<file path="src/rtl/intr_prio_arbiter.sv">
// Fixed-priority interrupt arbiter: N_GRP x N_CH request lines latched into pend, one winner presented at a time.
// Latency: request sampled at edge k is presented after edge k+2; irq_valid holds until irq_ack, then drops for at least one cycle.
module intr_prio_arbiter #(
    parameter int N_GRP = 3,
    parameter int N_CH  = 9,
    parameter int CH_W  = 4,
    parameter int MODE  = 1
) (
    input  logic                   clk,
    input  logic                   rst,
    input  logic [N_GRP*N_CH-1:0]  en_in,
    input  logic [N_GRP*N_CH-1:0]  req_in,
    input  logic                   irq_ack,
    input  logic                   ovr_clr,
    output logic                   irq_valid,
    output logic [N_GRP-1:0]       grp_out,
    output logic [CH_W-1:0]        chan_out,
    output logic                   ovr_out
);

    localparam int N     = N_GRP * N_CH;
    localparam int IDX_W = (N > 1) ? $clog2(N) : 1;

    typedef enum logic {IDLE, PRESENT} state_t;

    state_t            state, state_nxt;
    logic [N-1:0]      en_r, req_r, req_d;
    logic [N-1:0]      pend, pend_nxt, elig, rise, clr_mask;
    logic              ovr, ovr_nxt;
    logic [N_GRP-1:0]  grp_q, grp_nxt, grp_win;
    logic [CH_W-1:0]   chan_q, chan_nxt, chan_win;
    logic [IDX_W-1:0]  idx_q, idx_nxt, idx_win;
    logic              found;

    assign elig = pend & en_r;
    assign rise = req_r & ~req_d & en_r;

    // Scan from lowest priority upward so the last hit is the lowest group, lowest channel.
    always_comb begin
        found    = 1'b0;
        grp_win  = '0;
        chan_win = '0;
        idx_win  = '0;
        for (int g = N_GRP - 1; g >= 0; g--) begin
            for (int c = N_CH - 1; c >= 0; c--) begin
                if (elig[g*N_CH + c]) begin
                    found    = 1'b1;
                    grp_win  = '0;
                    grp_win[g] = 1'b1;
                    chan_win = CH_W'(c);
                    idx_win  = IDX_W'(g*N_CH + c);
                end
            end
        end
    end

    // Edge mode: a new edge beats an ack on the same line; an edge on an already pending line is an overrun.
    always_comb begin
        clr_mask = '0;
        pend_nxt = pend;
        ovr_nxt  = ovr;
        if (MODE == 1) begin
            if (state == PRESENT && irq_ack)
                clr_mask[idx_q] = 1'b1;
            pend_nxt = (pend & ~clr_mask) | rise;
            ovr_nxt  = (|(rise & pend)) | (ovr & ~ovr_clr);
        end else begin
            pend_nxt = req_r & en_r;
            ovr_nxt  = 1'b0;
        end
    end

    always_comb begin
        state_nxt = state;
        grp_nxt   = grp_q;
        chan_nxt  = chan_q;
        idx_nxt   = idx_q;
        case (state)
            IDLE: begin
                if (found) begin
                    state_nxt = PRESENT;
                    grp_nxt   = grp_win;
                    chan_nxt  = chan_win;
                    idx_nxt   = idx_win;
                end
            end
            PRESENT: begin
                if (irq_ack) begin
                    state_nxt = IDLE;
                    grp_nxt   = '0;
                    chan_nxt  = '0;
                end
            end
            default: state_nxt = IDLE;
        endcase
    end

    always_ff @(posedge clk or posedge rst) begin
        if (rst) begin
            en_r   <= '0;
            req_r  <= '0;
            req_d  <= '0;
            pend   <= '0;
            ovr    <= 1'b0;
            state  <= IDLE;
            grp_q  <= '0;
            chan_q <= '0;
            idx_q  <= '0;
        end else begin
            en_r   <= en_in;
            req_r  <= req_in;
            req_d  <= req_r;
            pend   <= pend_nxt;
            ovr    <= ovr_nxt;
            state  <= state_nxt;
            grp_q  <= grp_nxt;
            chan_q <= chan_nxt;
            idx_q  <= idx_nxt;
        end
    end

    assign irq_valid = (state == PRESENT);
    assign grp_out   = grp_q;
    assign chan_out  = chan_q;
    assign ovr_out   = ovr;

endmodule

</file>
<file path="config.mk">
export PLATFORM = sky130hd
export DESIGN_NAME = intr_prio_arbiter
export DESIGN_NICKNAME = d
export VERILOG_FILES = /design/src/rtl/intr_prio_arbiter.sv
export SDC_FILE = /design/constraint.sdc
export NUM_CORES = 1
export LEC_CHECK = 0
export BUFFER_PORTS_ARGS = -buffer_cell sky130_fd_sc_hd__clkbuf_2
export CORE_ASPECT_RATIO = 0.9
export CORE_MARGIN = 3
export CORE_UTILIZATION = 56
export CTS_BUF_LIST = sky130_fd_sc_hd__clkbuf_4 sky130_fd_sc_hd__clkbuf_8 sky130_fd_sc_hd__clkbuf_16
export DETAILED_ROUTE_END_ITERATION = 12
export HOLD_SLACK_MARGIN = 0.03
export PLACE_DENSITY = 0.86
export SYNTH_ARGS = -nofsm -noshare
export SYNTH_HDL_FRONTEND = slang
export SYNTH_SLANG_ARGS = --single-unit
</file>
<file path="constraint.sdc">
create_clock -name clk -period 4.5 [get_ports clk]
set_input_delay 0 -clock clk [delete_from_list [all_inputs] [get_ports clk]]
set_output_delay 0 -clock clk [all_outputs]
set_load 0.005 [all_outputs]
</file>
==> impl_metrics.yaml <==
outcome:
  outcome: "completed"
min_path:
  min_path_cells: 4
  min_path_type: "primary input to flip-flop"
  min-delay-start: "ovr_clr"
  holdPathEnd: "ovr_out$_DFF_PP0_"
pwr:
  p_total_uw: 3280
  ir_drop_mv: 0.335
  p_leak_uw: 0.00287
  p_per_area_nw_per_um2: 520
floorplanning:
  fp-row-count: 30
  start_util: 0.598
  die_area_um2: 9470
  die_w_um: 102
  dieHeight_um: 92.6
  core_area_um2: 7810
  ios: 67
clock_network:
  root_buffer: "clkbuf_8"
  clockBufferDepth: 2
  cts_tree: "built"
  numCtsBuffers: 17
  h-tree-depth: 4
  cts_resized: 0
  clock_sinks: 122
  path_clk_slew_ns: 0.06
  clk_latency_ns: 0.52
yosys:
  synthSimpleGateAreaFrac: 0.163
  synth-xor-area-share: 0
  ys_warn_count: 0
  synth.area.top_cells: "dfrtp_1 65%, a22o_1 5.1%, nand2_1 4.6%, nor2b_1 2.7%, and2_1 1.3%"
  ys_types: 46
  yosysTopAreaCell: "dfrtp_1"
  synth_compound_area_frac: 0.173
  synth_edf_count: 0
  yosysSeqAreaShare: 0.654
  synth.area.mux_share: 0
  synthAdderAreaFrac: 0
  syn-cell-area_um2: 4670
  synth_seq_cells: 122
  synth_common_cells: "122 x dfrtp_1, 57 x nand2_1, 27 x a22o_1"
  synth_most_common_cell: "dfrtp_1"
  synth_cells: 383
  async_flop_share: 1.00
  synth_top_area_frac: 0.654
  synth-main-ff-cell: "dfrtp_1"
  syn_nets: 441
  synth.avg_cell_area_um2: 12.2
  synth_top_family_by_area: "compound AO/OA/AOI/OAI gates"
final_layout:
  multi_input_comb_area_um2: 1570
  fin_cells: 633
  area_growth_pct: 35.1
  drive_gt1_frac: 0.209
  ff_latch_area_um2: 3050
  antenna_cells: 0
  finish.utilization: 0.808
  layout.nets: 582
  fillers: 442
critical_path:
  crit_path_max_fanout: 7
  cp.buffers_inverters: 0
  worstPathRequired_ns: 4.91
  worstReg2RegEnd: "chan_out[2]$_DFFE_PP0P_"
  reg2reg_depth: 6
  end_kind: "flip-flop"
  regToRegStartpoint: "en_r[14]$_DFF_PP0_"
  path_cells: "a222oi_1, nand4_1, nor3_4, a21o_2, nor3_1, a21o_1"
  critPathLaunchType: "flip-flop"
  worstPathArrival_ns: 2.64
  crit_family: "compound AO/OA/AOI/OAI gates"
  slowest_stage: "a222oi_1"
  critPathKind: "flip-flop to flip-flop"
  reg2reg_setup_slack_ns: 2.27
  crit_path_max_incr_delay_ns: 0.56
sta:
  rsz0062_at_grt: "false"
  slew_headroom: 0.176
  final.setup.tns_ns: 0
  finalCritPeriodShare: 0.496
  worst_pin_slew_ns: 1.23
  min_period_ns: 2.23
  finalWorstSetupSlack_ns: 2.27
  slew_viol_final: 0
  finalSetupViolations: 0
  hold_viol: 0
  fmax_mhz: 448
  skew_ns: 0.0124
routing:
  dr.pass1.iters: 5
  drtIter0Drc: 503
  num_vias: 3911
  drc_errors: 0
  viasPerCell: 6.18
  drt_wl_total_mm: 13.2
  wl_per_cell_um: 20.9
  drtAntennaViolNets: 0
global_routing:
  grt_max_degree: 86
  grt_pass1_vias: 4103
  grt.overflow.total: 0
  grt_pass1_wl_mm: 21.1
  grt_usage: 0.304
  antenna_found_initial: 0
placement:
  dpl.cell_count: 545
  io_buffers: 66
  dpl.hpwl_mm: 7.78
  place_ws_ns: 2.36
  gp_congestion: 0.963
job:
  drv_cap: 0
-- repair_timing --
action | 4_1_cts | 5_1_grt
hold buffers | 56 | 0
hold endpoints to repair | 146 | 0
setup buffers | 0 | 0
-- placed cells by master (no fill, tap or decap), drive strengths merged, types with 7 or more instances in the layout --
master / count
a21oi: 9
a22o: 30
a31oi: 7
a32oi: 7
and2: 10
clkbuf: 85
dfrtp: 122
dlygate4sd3: 56
inv: 17
nand2: 57
nand3: 10
nor2: 14
nor2b: 20
nor3: 9
o21ai: 10
-- report_power, final --
part | switching, µW | internal, µW
Combinational | 283 | 217
Sequential | 138 | 1220
Clock | 533 | 890
Total | 954 | 2330
-- per-stage QoR --
stage / hold WS [ns] / area (µm²)
after floorplan: 0.0314 / 4670
after global placement: 0.108 / 5120
after detailed placement: 0.110 / 5120
after CTS: 0.0351 / 6310
after global routing: 0.0645 / 6310
final: 0.0421 / 6310
-- state kept, by name, indices dropped and copies added, names as in the netlist --
signal and flops:
en_r 27, idx_q 5, req_d 27, grp_out 3
req_r 27, pend 27, chan_out 4, irq_valid 1
ovr_out 1
-- worst register-to-register path, delay by kind of cell (launching register included) --
kind / cells / cell delay (ns)
DFF: 1 / 0.44
and+or+nand+nor: 3 / 0.72
AOI/OAI and AO/OA: 3 / 0.96
-- metal layers --
layer  vias to the layer above  GRT usage  share of wire
li1                       1704          -              -
met1                      1924      0.387           0.40
met2                       223      0.479           0.48
met3                        60     0.0858          0.079
met4                         0      0.149          0.042
met5                         -          0              0
-- logic make-up after synthesis --
logic type | count (synthesis)
and+or+nand+nor | 147
DFF | 122
AOI/OAI and AO/OA | 102
buffers and inverters | 12
-- layout make-up --
class / instances / area share
tap: 96 / 0.0190
inverter: 11 / 0.00694
clock buffer: 19 / 0.0700
clock inverter: 13 / 0.0286
multi-input combinational: 249 / 0.249
sequential: 122 / 0.484
timing repair buffer: 123 / 0.142
-- worst max path at each step --
stage                             startpoint                 endpoint  slack (ns)  cells past startpoint
after detailed placement   pend[1]$_DFF_PP0_  chan_out[2]$_DFFE_PP0P_        2.36                      6
after global routing       pend[1]$_DFF_PP0_  chan_out[2]$_DFFE_PP0P_        2.23                      6
final                     en_r[14]$_DFF_PP0_  chan_out[2]$_DFFE_PP0P_        2.27                      6
after CTS                  pend[1]$_DFF_PP0_  chan_out[2]$_DFFE_PP0P_        2.34                      6
after floorplan                          rst  chan_out[0]$_DFFE_PP0P_        1.26                      1
after global placement     pend[1]$_DFF_PP0_  chan_out[2]$_DFFE_PP0P_        2.41                      6
Note: power is estimated with default switching activity, not from simulation.
